File: config.mk
export PLATFORM = sky130hd
export DESIGN_NAME = freelist_ckpt
export DESIGN_NICKNAME = d
export VERILOG_FILES = /design/src/rtl/freelist_ckpt_pkg.sv /design/src/rtl/freelist_compact.sv /design/src/rtl/freelist_ckpt.sv
export SDC_FILE = /design/constraint.sdc
export NUM_CORES = 1
export LEC_CHECK = 0
export ABC_AREA = 1
export CAP_MARGIN = 20
export CORE_ASPECT_RATIO = 2
export CORE_MARGIN = 1
export CORE_UTILIZATION = 40
export DETAILED_ROUTE_END_ITERATION = 16
export MAX_ROUTING_LAYER = met4
export PLACE_DENSITY = 0.57
export SLEW_MARGIN = 20
export SYNTH_ARGS = -nofsm -noshare
export SYNTH_HDL_FRONTEND = slang
export SYNTH_HIERARCHICAL = 1
export SYNTH_SLANG_ARGS = --single-unit
File: constraint.sdc
create_clock -name clock -period 6.7 [get_ports clock]
set_input_delay 2.01 -clock clock [delete_from_list [all_inputs] [get_ports clock]]
set_output_delay 2.01 -clock clock [all_outputs]
set_load 0.005 [all_outputs]
File: src/rtl/freelist_ckpt_pkg.sv
// ---------------------------------------------------------------------------
// freelist_ckpt_pkg
// Shared sizing and pointer helpers for the checkpointed rename free list.
//   WAYS     : dispatch / retire channels per cycle
//   PR_NUM   : physical registers (tag width PRW)
//   ARCH_NUM : architectural registers; the free list holds the rest (DEPTH)
//   CKPT     : branch checkpoint slots (slot id width CKW)
// A pointer is an index into the DEPTH-entry ring plus a wrap bit. The wrap
// bit toggles on every pass so equal indices still tell full from empty.
// ---------------------------------------------------------------------------
package freelist_ckpt_pkg;

  localparam int WAYS     = 3;
  localparam int PR_NUM   = 64;
  localparam int ARCH_NUM = 32;
  localparam int CKPT     = 4;

  localparam int DEPTH = PR_NUM - ARCH_NUM;
  localparam int PRW   = $clog2(PR_NUM);
  localparam int CKW   = $clog2(CKPT);
  localparam int IDXW  = $clog2(DEPTH);
  localparam int CNTW  = $clog2(DEPTH + 1);
  localparam int WCW   = $clog2(WAYS + 1);
  localparam int SUMW  = CNTW + 1;

  typedef logic [PRW-1:0] tag_t;

  typedef struct packed {
    logic            wrap;
    logic [IDXW-1:0] idx;
  } ptr_t;

  // Advance a pointer by n (n <= DEPTH), wrapping the index modulo DEPTH
  // and toggling the wrap bit when the ring boundary is crossed.
  function automatic ptr_t ptr_add(ptr_t p, logic [CNTW-1:0] n);
    logic [SUMW-1:0] sum;
    ptr_t            r;
    sum = SUMW'(p.idx) + SUMW'(n);
    if (sum >= SUMW'(DEPTH)) begin
      r.idx  = IDXW'(sum - SUMW'(DEPTH));
      r.wrap = ~p.wrap;
    end else begin
      r.idx  = IDXW'(sum);
      r.wrap = p.wrap;
    end
    return r;
  endfunction

  // Number of ring entries from b up to a (a is never more than one lap ahead).
  function automatic logic [CNTW-1:0] ptr_diff(ptr_t a, ptr_t b);
    if (a.wrap == b.wrap)
      return CNTW'(a.idx) - CNTW'(b.idx);
    else
      return CNTW'(DEPTH) - CNTW'(b.idx) + CNTW'(a.idx);
  endfunction

  function automatic logic [CNTW-1:0] ways_popcount(logic [WAYS-1:0] v);
    logic [CNTW-1:0] c;
    c = '0;
    for (int i = 0; i < WAYS; i++)
      c = c + CNTW'(v[i]);
    return c;
  endfunction

endpackage

File: src/rtl/freelist_compact.sv
// ---------------------------------------------------------------------------
// freelist_compact
// Packs a sparse set of enabled lanes into a dense, way-ordered vector.
//   en    : lane enables, any bit pattern
//   data  : per-lane payload
//   dense : enabled payloads in lane order starting at dense[0];
//           slots at and above count are zero
//   count : number of enabled lanes
// Purely combinational so it can sit in front of any ring write port
// (free list release, ROB allocate).
// ---------------------------------------------------------------------------
module freelist_compact #(
  parameter int WAYS = 3,
  parameter int W    = 6
) (
  input  logic [WAYS-1:0]                 en,
  input  logic [WAYS-1:0][W-1:0]          data,
  output logic [WAYS-1:0][W-1:0]          dense,
  output logic [$clog2(WAYS+1)-1:0]       count
);

  localparam int CW = $clog2(WAYS + 1);

  // Each enabled lane lands at the number of enabled lanes below it.
  always_comb begin
    logic [CW-1:0] c;
    c     = '0;
    dense = '0;
    for (int i = 0; i < WAYS; i++) begin
      if (en[i]) begin
        dense[c] = data[i];
        c        = c + CW'(1);
      end
    end
    count = c;
  end

endmodule

File: src/rtl/freelist_ckpt.sv
// ---------------------------------------------------------------------------
// freelist_ckpt
// Circular free list of physical register tags with WAYS-wide allocate,
// WAYS-wide release and CKPT branch checkpoints of the head pointer.
//   clock, reset  : posedge clock, synchronous active-high reset
//   dispatch_en   : thermometer of ways consuming free_reg this cycle
//   free_reg      : tags at head, head+1, ... (valid where free_valid)
//   free_valid    : bit i set when more than i tags are free
//   free_count    : tags currently free
//   retire_en/reg : tags returned by retire, any enable pattern
//   ckpt_take/id  : save the post-allocation head into a slot
//   recover_en/id : restore head from a slot, discarding this cycle's dispatch
// ---------------------------------------------------------------------------
module freelist_ckpt
  import freelist_ckpt_pkg::*;
(
  input  logic                       clock,
  input  logic                       reset,
  input  logic [WAYS-1:0]            dispatch_en,
  output logic [WAYS-1:0][PRW-1:0]   free_reg,
  output logic [WAYS-1:0]            free_valid,
  output logic [CNTW-1:0]            free_count,
  input  logic [WAYS-1:0]            retire_en,
  input  logic [WAYS-1:0][PRW-1:0]   retire_reg,
  input  logic                       ckpt_take,
  input  logic [CKW-1:0]             ckpt_id,
  input  logic                       recover_en,
  input  logic [CKW-1:0]             recover_id
);

  tag_t entry [DEPTH];
  ptr_t slot  [CKPT];
  ptr_t head, tail, head_next, tail_next;

  logic [CNTW-1:0]            consumed;
  logic [WAYS-1:0][PRW-1:0]   ret_dense;
  logic [WCW-1:0]             ret_count;
  logic [IDXW-1:0]            wr_idx [WAYS];

  freelist_compact #(
    .WAYS (WAYS),
    .W    (PRW)
  ) u_compact (
    .en    (retire_en),
    .data  (retire_reg),
    .dense (ret_dense),
    .count (ret_count)
  );

  assign free_count = ptr_diff(tail, head);

  // Offer the next WAYS tags straight from storage; released tags only
  // become visible once tail has moved, i.e. the following cycle.
  always_comb begin
    ptr_t rd_ptr;
    rd_ptr     = head;
    free_reg   = '0;
    free_valid = '0;
    for (int i = 0; i < WAYS; i++) begin
      rd_ptr        = ptr_add(head, CNTW'(i));
      free_reg[i]   = entry[rd_ptr.idx];
      free_valid[i] = (free_count > CNTW'(i));
    end
  end

  // Requests beyond the available tags are masked, so head never passes tail.
  assign consumed = ways_popcount(dispatch_en & free_valid);

  // Recover rewinds head and throws away this cycle's dispatch; release
  // always advances tail.
  always_comb begin
    ptr_t wp;
    if (recover_en)
      head_next = slot[recover_id];
    else
      head_next = ptr_add(head, consumed);
    tail_next = ptr_add(tail, CNTW'(ret_count));
    wp        = tail;
    for (int k = 0; k < WAYS; k++) begin
      wp        = ptr_add(tail, CNTW'(k));
      wr_idx[k] = wp.idx;
    end
  end

  // State update. Reset reloads the ring with the tags above the
  // architectural range and puts tail one full lap ahead of head.
  always_ff @(posedge clock) begin
    if (reset) begin
      head      <= '0;
      tail.wrap <= 1'b1;
      tail.idx  <= '0;
      for (int i = 0; i < DEPTH; i++)
        entry[i] <= PRW'(ARCH_NUM + i);
      for (int s = 0; s < CKPT; s++)
        slot[s] <= '0;
    end else begin
      head <= head_next;
      tail <= tail_next;
      if (ckpt_take && !recover_en)
        slot[ckpt_id] <= head_next;
      for (int k = 0; k < WAYS; k++)
        if (WCW'(k) < ret_count)
          entry[wr_idx[k]] <= ret_dense[k];
    end
  end

`ifndef SYNTHESIS
  // Protocol checks: releasing more tags than the ring holds, and
  // (in test builds) a dispatch mask with holes in it.
  always_ff @(posedge clock) begin
    if (!reset) begin
      assert ((SUMW'(free_count) + SUMW'(ret_count)) <= SUMW'(DEPTH))
        else $error("freelist_ckpt: release overflows free list");
`ifdef TEST_MODE
      assert ((dispatch_en & (dispatch_en + WAYS'(1))) == '0)
        else $error("freelist_ckpt: dispatch_en is not a thermometer code");
`endif
    end
  end
`endif

endmodule

==> out/qor.yml <==
fillerInstances: 4724
gp_congestion: 1.062
vias: 20370
min_period_ns: 5.912
drt-total-wl_um: 89820
p_total_mw: 5.658
final-hold-violation-count: 0
worst_setup_path_start_kind: "flip-flop"
postCtsSetupBuffers: 0
die_w_um: 153.6
syn_inst: 2782
maxCapViolations: 0
syn_nets: 2834
leakagePower_nw: 7.960
rows: 110
syn_area_sq_um: 18390
end_kind: "output pin"
syn2layout_area_growth_pct: 10.14
synth-seq-cells: 228
cts_root_buf: "clkbuf_16"
yosys.area.top_type: "edfxtp_1"
rsz0062_at_grt: "false"
crit_type: "reg2out"
layout_common_cells: "nand2_1 (797), nand3_1 (422), nor2_1 (329), inv_1 (232), edfxtp_1 (216)"
wl_per_cell_um: 27.07
yosysSeqAreaShare_pct: 36.58
htree_levels: 1
insertion_delay_ns: 0.57
skew_ns: 0.01932
fmax_mhz: 169.1
maxSlewViolCount: 0
core_area_sq_um: 45140
vias_per_cell: 6.138
ctsResizeCount: 0
power_density_nw_per_um2: 279.4
max-vdd-ir-drop_v: 0.0002331
critPathMaxFanout: 215
ant_nets: 0
setup_viol: 0
setup_ws_ns: 0.7880
ios: 59
setup_tns_ns: 0
path_clk_slew_ns: 0.06
drtIter0Drc: 2560
drive_above_1_share_pct: 5.330
yosysTopAreaCellShare_pct: 35.28
synth_area_leaders: "edfxtp_1 (35%), nand2_1 (16%), nand3_1 (11%), nor2_1 (6.9%), o21ai_0 (5.5%)"
io_buffer_count: 58
synth_warnings: 6
hold_class: "reg2reg"
cts_tree: "done"
async_flop_share_pct: 0
grt_util_all_layers_pct: 39.26
cts.sinks: 228
critPathArrivalTime_ns: 3.90
antenna_found_initial: 0
tightest_slew_ns: 1.056
period_share_pct: 88.24
crit_required_ns: 4.69
cts_hold_buffers: 0
grt_pass1_vias: 18900
whs_ns: 0.5363
die_h_um: 305.2
grt_pass1_wl_um: 128000
grt_max_degree: 216
cts_made_buffers: 25
status: "complete, no violations"
grt_overflow: 0
dr.pass1.iters: 8
layout_commonest_cell: "nand2_1"
nets: 2793
initial_core_util_pct: 40.73
synth_edf_count: 216
yosysUniqueCellTypes: 41
synth_area_per_cell_sq_um: 6.609
die_area_sq_um: 46880
drc: 0
diodes: 0
synth_ff_type: "edfxtp_1"
clockBufferDepth: 3
hold_path_depth: 2
slew_headroom_pct: 29.55
worst-r2r-cell-count: 19
hpwlAfterDp_um: 67510
pre_cts_ws_ns: 0.9456
-- flip-flops by register name, indices dropped and copies added (netlist names) --
register	cells
slot	24
entry	192
tail	6
head	6
-- synthesized netlist by cell type, drive strengths merged (4+ instances only) --
| cell type | n |
|---|---|
| xor2 | 9 |
| or2 | 9 |
| nand3 | 422 |
| o21bai | 10 |
| o22ai | 31 |
| a21oi | 52 |
| edfxtp | 216 |
| dfxtp | 12 |
| and2 | 7 |
| nand2 | 802 |
| buf | 53 |
| nor3 | 15 |
| o211ai | 120 |
| clkinv | 9 |
| inv | 242 |
| ha | 16 |
| o21ai | 209 |
| a22oi | 10 |
| clkbuf | 126 |
| nor2 | 348 |
| nand4 | 52 |
| fa | 4 |
-- area by class of cell --
class	count	area [sq um]	area share (%)
well taps	560	700.7	3.460
repair buffers	111	1016	5.017
inverters	251	943.4	4.659
clock inverters	18	176.4	0.8712
multi-input cells	2124	10050	49.63
flip-flops and latches	228	6734	33.25
clock buffers	26	629.4	3.108
-- kinds of logic (layout without fill, tap and decap cells) --
family,after synthesis,in the layout,share of synthesized area (%)
xor+xnor,9,9,0.4696
flops,228,228,36.58
buf+inv,430,406,9.078
compound gates,438,438,14.13
fa+ha+maj,20,20,1.524
simple gates,1657,1657,38.21
-- per-stage QoR --
step	cells	util [%]	cell area [sq um]
2_1_floorplan	2782	-	18390
3_3_place_gp	3274	43.07	19440
3_5_place_dp	3274	43.07	19440
4_1_cts	3318	44.86	20250
5_1_grt	3318	44.86	20250
6_report	3318	44.86	20250
-- metal layers --
| layer | share of wire [%] | global-route usage (%) | up-vias |
|---|---|---|---|
| li1 | - | - | 9265 |
| met1 | 33 | 41.38 | 9317 |
| met2 | 47 | 64.04 | 1337 |
| met3 | 8.8 | 6.011 | 446 |
| met4 | 11 | 33.86 | 0 |
| met5 | 0 | - | - |
-- power by group --
part / internal, mW / total [mW] / switching (mW)
combinational: 0.761 / 2.52 / 1.76
clock: 0.798 / 1.42 / 0.624
sequential: 1.64 / 1.72 / 0.0825
-- critical path, cell delays in order, from the launching register on --
cell and delay, ns:
dfxtp_4 0.37, buf_4 0.60, buf_12 0.49, nand2_1 0.19
o211ai_1 0.15, nand3_1 0.19, nand3_1 0.21, nand3_1 0.09
nand2_1 0.16, clkdlybuf4s50_1 0.52
-- worst paths after layout --
| kind | startpoint | endpoint | slack, ns |
|---|---|---|---|
| worst max-delay path | head[0] | free_reg[17] | 0.79 |
| worst min-delay path | head[5] | head[5] | 0.54 |
| worst max register to register | head[3] | slot[2][4] | 1.75 |
| worst min register to register | head[5] | head[5] | 0.54 |
No activity file was read; power rests on OpenSTA's default activity.
